==> config.mk <==
export PLATFORM = sky130hd
export DESIGN_NAME = assoc_miss_handler
export DESIGN_NICKNAME = d
export VERILOG_FILES = /design/src/rtl/assoc_pkg.sv /design/src/rtl/amh_sat_counter.sv /design/src/rtl/assoc_miss_handler.sv
export SDC_FILE = /design/constraint.sdc
export NUM_CORES = 1
export LEC_CHECK = 0
export ABC_AREA = 1
export CORE_ASPECT_RATIO = 1.2
export CORE_MARGIN = 10
export CORE_UTILIZATION = 48
export DETAILED_ROUTE_END_ITERATION = 7
export GPL_TIMING_DRIVEN = 0
export PLACE_DENSITY = 0.83
export SYNTH_ARGS = -nofsm -noshare
export SYNTH_HDL_FRONTEND = slang
export SYNTH_SLANG_ARGS = --single-unit
export TNS_END_PERCENT = 20
==> constraint.sdc <==
create_clock -name clk -period 2.8 [get_ports clk]
set_input_delay 0.56 -clock clk [delete_from_list [all_inputs] [get_ports clk]]
set_output_delay 0.56 -clock clk [all_outputs]
set_load 0.005 [all_outputs]
==> src/rtl/assoc_pkg.sv <==
// Shared types and sizing for the CAM miss handler.
package assoc_pkg;

    localparam int AMH_ADDR_W = 4;
    localparam int AMH_DATA_W = 4;
    localparam int AMH_TMO_W  = 8;
    localparam int AMH_STAT_W = 8;

    typedef enum logic [2:0] {
        IDLE,
        LOOKUP,
        CHECK,
        MEM_REQ,
        FILL,
        RESP
    } amh_state_t;

endpackage

==> src/rtl/amh_sat_counter.sv <==
// Event counter that sticks at its maximum value; clr has priority over inc.
module amh_sat_counter
    import assoc_pkg::*;
#(
    parameter int W = AMH_STAT_W
) (
    input  logic         clk,
    input  logic         clr,
    input  logic         inc,
    output logic [W-1:0] count
);

    always_ff @(posedge clk) begin
        if (clr) begin
            count <= '0;
        end else if (inc && (count != '1)) begin
            count <= count + 1'b1;
        end
    end

endmodule

==> src/rtl/assoc_miss_handler.sv <==
// Read front-end for the 8x4 CAM: hits return CAM data, misses fetch from the backing store and fill.
// Define ASSOC_STATS_EN to add saturating hit/miss/timeout counters (hit_cnt, miss_cnt, err_cnt).
module assoc_miss_handler
    import assoc_pkg::*;
#(
    parameter int ADDR_W      = AMH_ADDR_W,
    parameter int DATA_W      = AMH_DATA_W,
    parameter int MEM_TIMEOUT = 15
) (
    input  logic                  clk,
    input  logic                  rst_n,
    input  logic                  req_valid,
    output logic                  req_ready,
    input  logic [ADDR_W-1:0]     req_addr,
    output logic                  rsp_valid,
    input  logic                  rsp_ready,
    output logic [DATA_W-1:0]     rsp_data,
    output logic                  rsp_hit,
    output logic                  rsp_err,
    output logic                  cam_wr,
    output logic [ADDR_W-1:0]     cam_addr,
    output logic [DATA_W-1:0]     cam_din,
    input  logic [DATA_W-1:0]     cam_dout,
    input  logic                  cam_hit,
    output logic                  mem_req,
    output logic [ADDR_W-1:0]     mem_addr,
    input  logic                  mem_ack,
    input  logic [DATA_W-1:0]     mem_data
`ifdef ASSOC_STATS_EN
    ,
    output logic [AMH_STAT_W-1:0] hit_cnt,
    output logic [AMH_STAT_W-1:0] miss_cnt,
    output logic [AMH_STAT_W-1:0] err_cnt
`endif
);

    // Counter value in the last MEM_REQ cycle before giving up.
    localparam logic [AMH_TMO_W-1:0] TMO_LAST = AMH_TMO_W'(MEM_TIMEOUT - 1);

    amh_state_t           state;
    amh_state_t           next_state;
    logic [AMH_TMO_W-1:0] tmo_cnt;
    logic                 accept;
    logic                 check_hit;
    logic                 timeout;

    always_comb begin
        next_state = state;
        accept     = 1'b0;
        check_hit  = 1'b0;
        timeout    = 1'b0;
        case (state)
            IDLE: begin
                if (req_valid && req_ready) begin
                    accept     = 1'b1;
                    next_state = LOOKUP;
                end
            end
            LOOKUP: next_state = CHECK;
            CHECK: begin
                // An unknown hit flag from the CAM is treated as a miss.
                check_hit  = (cam_hit === 1'b1);
                next_state = check_hit ? RESP : MEM_REQ;
            end
            MEM_REQ: begin
                if (mem_ack) begin
                    next_state = FILL;
                end else if (tmo_cnt == TMO_LAST) begin
                    timeout    = 1'b1;
                    next_state = RESP;
                end
            end
            FILL: next_state = RESP;
            RESP: begin
                if (rsp_valid && rsp_ready) begin
                    next_state = IDLE;
                end
            end
            default: next_state = IDLE;
        endcase
    end

    always_ff @(posedge clk) begin
        if (!rst_n) begin
            state <= IDLE;
        end else begin
            state <= next_state;
        end
    end

    // Handshake and strobe outputs are registered from the next state so they line up with it.
    always_ff @(posedge clk) begin
        if (!rst_n) begin
            req_ready <= 1'b0;
            rsp_valid <= 1'b0;
            rsp_data  <= '0;
            rsp_hit   <= 1'b0;
            rsp_err   <= 1'b0;
            cam_wr    <= 1'b0;
            cam_addr  <= '0;
            cam_din   <= '0;
            mem_req   <= 1'b0;
            mem_addr  <= '0;
            tmo_cnt   <= '0;
        end else begin
            req_ready <= (next_state == IDLE);
            rsp_valid <= (next_state == RESP);
            cam_wr    <= (next_state == FILL);
            mem_req   <= (next_state == MEM_REQ);
            tmo_cnt   <= (state == MEM_REQ) ? tmo_cnt + 1'b1 : '0;
            if (accept) begin
                cam_addr <= req_addr;
                mem_addr <= req_addr;
            end
            if (check_hit) begin
                rsp_data <= cam_dout;
                rsp_hit  <= 1'b1;
                rsp_err  <= 1'b0;
            end
            if ((state == MEM_REQ) && mem_ack) begin
                cam_din <= mem_data;
            end
            if (timeout) begin
                rsp_data <= '0;
                rsp_hit  <= 1'b0;
                rsp_err  <= 1'b1;
            end
            // cam_din still holds the fetched word, so it doubles as the response data.
            if (state == FILL) begin
                rsp_data <= cam_din;
                rsp_hit  <= 1'b0;
                rsp_err  <= 1'b0;
            end
        end
    end

`ifdef ASSOC_STATS_EN
    logic check_miss;
    assign check_miss = (state == CHECK) && !check_hit;

    amh_sat_counter #(.W(AMH_STAT_W)) u_hit_cnt (
        .clk   (clk),
        .clr   (!rst_n),
        .inc   (check_hit),
        .count (hit_cnt)
    );

    amh_sat_counter #(.W(AMH_STAT_W)) u_miss_cnt (
        .clk   (clk),
        .clr   (!rst_n),
        .inc   (check_miss),
        .count (miss_cnt)
    );

    amh_sat_counter #(.W(AMH_STAT_W)) u_err_cnt (
        .clk   (clk),
        .clr   (!rst_n),
        .inc   (timeout),
        .count (err_cnt)
    );
`endif

endmodule

==> run summary <==
Hold Path Class: reg -> reg
Worst-Margin Slew: 490 ps
Row count: 20
Critical path endpoint category: primary output
Switching power: 0.000291 W
Final hold vios: 0
Max Cap Viol: 0
1st-iter DRT viols: 36
Gate Count Post-Synth: 160
Synth cell types: 22
Hold-fix buffers at CTS: 0
Fin Setup TNS: 0 ps
Number of setup buffers added after CTS: 0
Post-Place Cells: 232
Fin crit share: 0.663
Top Ports: 40
CORE AREA: 2500 µm²
Reg clk slew, reported paths: 90 ps
Sequential area share after synthesis: 0.469
PwrDens: 594 nW/µm²
DRC viols: 0
Clock Sink Count: 29
Status: completed
Area growth, synth to finish: 40.5%
Synth Warn #: 0
CP Max Fanout: 3
Clk_lat worst skew: 330 ps
Final Non-Filler Cells: 240
ANT cells: 0
Die Span Y: 75.6 µm
Routability Congestion: 0.840
Switching Fraction: 0.282
DR vias: 1165
Clock share of power: 0.282
Reg-to-reg slack, setup: 1480 ps
CP peak stage delay: 490 ps
CTS max path bufs: 2
Avg Inst Size Synth: 7.73 µm²
Worst slack, placed: 921 ps
Overall Global Routing Usage: 0.132
Horiz. Die Dim: 66.4 µm
Largest net degree at the start of global routing: 11
Combinational Power Share: 0.254
Die ar.: 5020 µm²
Wire per inst: 12.9 µm
DP HPWL: 2.50 mm
Nets@finish: 226
GR Overflow Total: 0
First-pass GRT wire length: 5.06 mm
Total Wirelength: 3.09 mm
Critical path cell sequence: buf_4 > clkdlybuf4s50_1
Worst setup path category: reg -> out
Mapped Area: 1240 µm²
Crit start category: flip-flop
Initial Utilization: 0.495
Final Max Tran Viols: 0
Fmax: 0.539 GHz
Crit-path slowest cell: clkdlybuf4s50_1
Static Leak: 0.668 nW
CTS Buf Count: 5
Root Driver: clkbuf_4
Initial antenna violation count: 0
#FFs+latches synth: 29
# H-tree levels: 2
Setup WS post-layout: 945 ps
Syn_nets: 180
Vias in the first global route: 1159
Worst path required time: 2240 ps
Resized cells post-CTS: 0
Port Buffers: 39
Vias/cell: 4.85
Final Critical Period: 1860 ps
Layout cell share with drive strength beyond 1: 0.126
Crit path DAT: 1300 ps
Final setup violating endpoints: 0
CTS tree: yes
Setup Skew: 4.11 ps
Flop pwr share: 0.464
ANT nets after route: 0
RSZ-0062 raised after global routing: no
Maximum vdd drop: 0.396 mV
Internal: 0.000742 W
Total design power: 0.00103 W
DRT Pass-1 Iters: 4
Relative slew slack: 0.673
==> worst max-delay path, delay by kind of cell (launching register included) <==
family,cells,cell delay (ps)
DFF,1,360
buffers and inverters,2,610
==> per-layer routing <==
layer | GRT usage | share of wire
met1 | 0.120 | 0.37
met3 | 0.0515 | 0.072
met5 | 0 | 0
met2 | 0.248 | 0.54
met4 | 0.0676 | 0.019
==> cells in the mapped netlist, drive strengths merged <==
cell    number  area [µm²]
nor2        31         126
dfxtp       29         581
inv         21        78.8
nand2       17        73.8
o21ai       16        80.1
a21oi       15        75.1
nand3       10        60.1
nand4        5        37.5
buf          4        30.0
nor3         4        25.0
clkbuf       2        7.51
ha           2        25.0
xnor2        2        17.5
nor3b        1        7.51
nor4         1        12.5
==> cell usage in the layout, fill, tap and decap left out, drive strengths merged <==
| cell | n |
|---|---|
| a21oi | 15 |
| buf | 4 |
| clkbuf | 9 |
| clkdlybuf4s50 | 39 |
| clkinv | 1 |
| dfxtp | 29 |
| ha | 2 |
| inv | 21 |
| nand2 | 17 |
| nand3 | 10 |
| nand4 | 5 |
| nor2 | 31 |
| nor3 | 4 |
| nor3b | 1 |
| nor4 | 1 |
| o21ai | 16 |
| xnor2 | 2 |
==> area by class of cell <==
cell class / instances / area (µm²)
Timing Repair Buffer: 39 / 390
Buffer: 6 / 37.5
Clock buffer: 7 / 65.1
Sequential cell: 29 / 581
Multi-Input combinational cell: 104 / 541
Fill cell: 208 / 763
Inverter: 21 / 78.8
Clock inverter: 1 / 5.00
Tap cell: 33 / 41.3
==> kinds of logic (layout without fill, tap and decap cells) <==
kind of cell | count (synthesis) | after routing | synth area share
xor+xnor | 2 | 2 | 0.0142
fa+ha+maj | 2 | 2 | 0.0202
compound gates | 31 | 31 | 0.125
simple gates | 69 | 69 | 0.277
buf+inv | 27 | 74 | 0.0940
flops | 29 | 29 | 0.469
==> sequential cells by signal, summed over array words and instances (netlist names) <==
| signal | flops |
|---|---|
| mem_req | 1 |
| rsp_hit | 1 |
| req_ready | 1 |
| rsp_valid | 1 |
| rsp_err | 1 |
| mem_addr | 4 |
| cam_din | 4 |
| tmo_cnt | 8 |
| rsp_data | 4 |
| cam_wr | 1 |
| state | 3 |
==> per-stage QoR <==
| step | hold slack (ps) | utilization | instance area [µm²] |
|---|---|---|---|
| detailed placement | 453 | 0.667 | 1670 |
| floorplan | 430 | - | 1240 |
| global route | 493 | 0.695 | 1740 |
| CTS | 467 | 0.695 | 1740 |
| global placement | 443 | 0.667 | 1670 |
| finish | 464 | 0.695 | 1740 |
==> power by group through the flow <==
stage	combinational (W)	clock [W]	sequential [W]
final	0.000263	0.000291	0.000479
after global routing	0.000287	0.000318	0.000486
after CTS	0.000267	0.000301	0.000480
after detailed placement	0.000266	0	0.000490
after global placement	0.000260	0	0.000487
after floorplan	0.000130	0	0.000488
==> path summary, 6_finish.rpt <==
path / to / from / cells past startpoint
max: mem_addr[3] / mem_addr[3]$_SDFFE_PN0P_ / 2
min reg2reg: rsp_err$_SDFFE_PP0P_ / rsp_err$_SDFFE_PP0P_ / 2
min: rsp_err$_SDFFE_PP0P_ / rsp_err$_SDFFE_PP0P_ / 2
max reg2reg: rsp_data[2]$_SDFFE_PN0P_ / state[1]$_SDFF_PN0_ / 5
(Power assumes the default switching activity.)
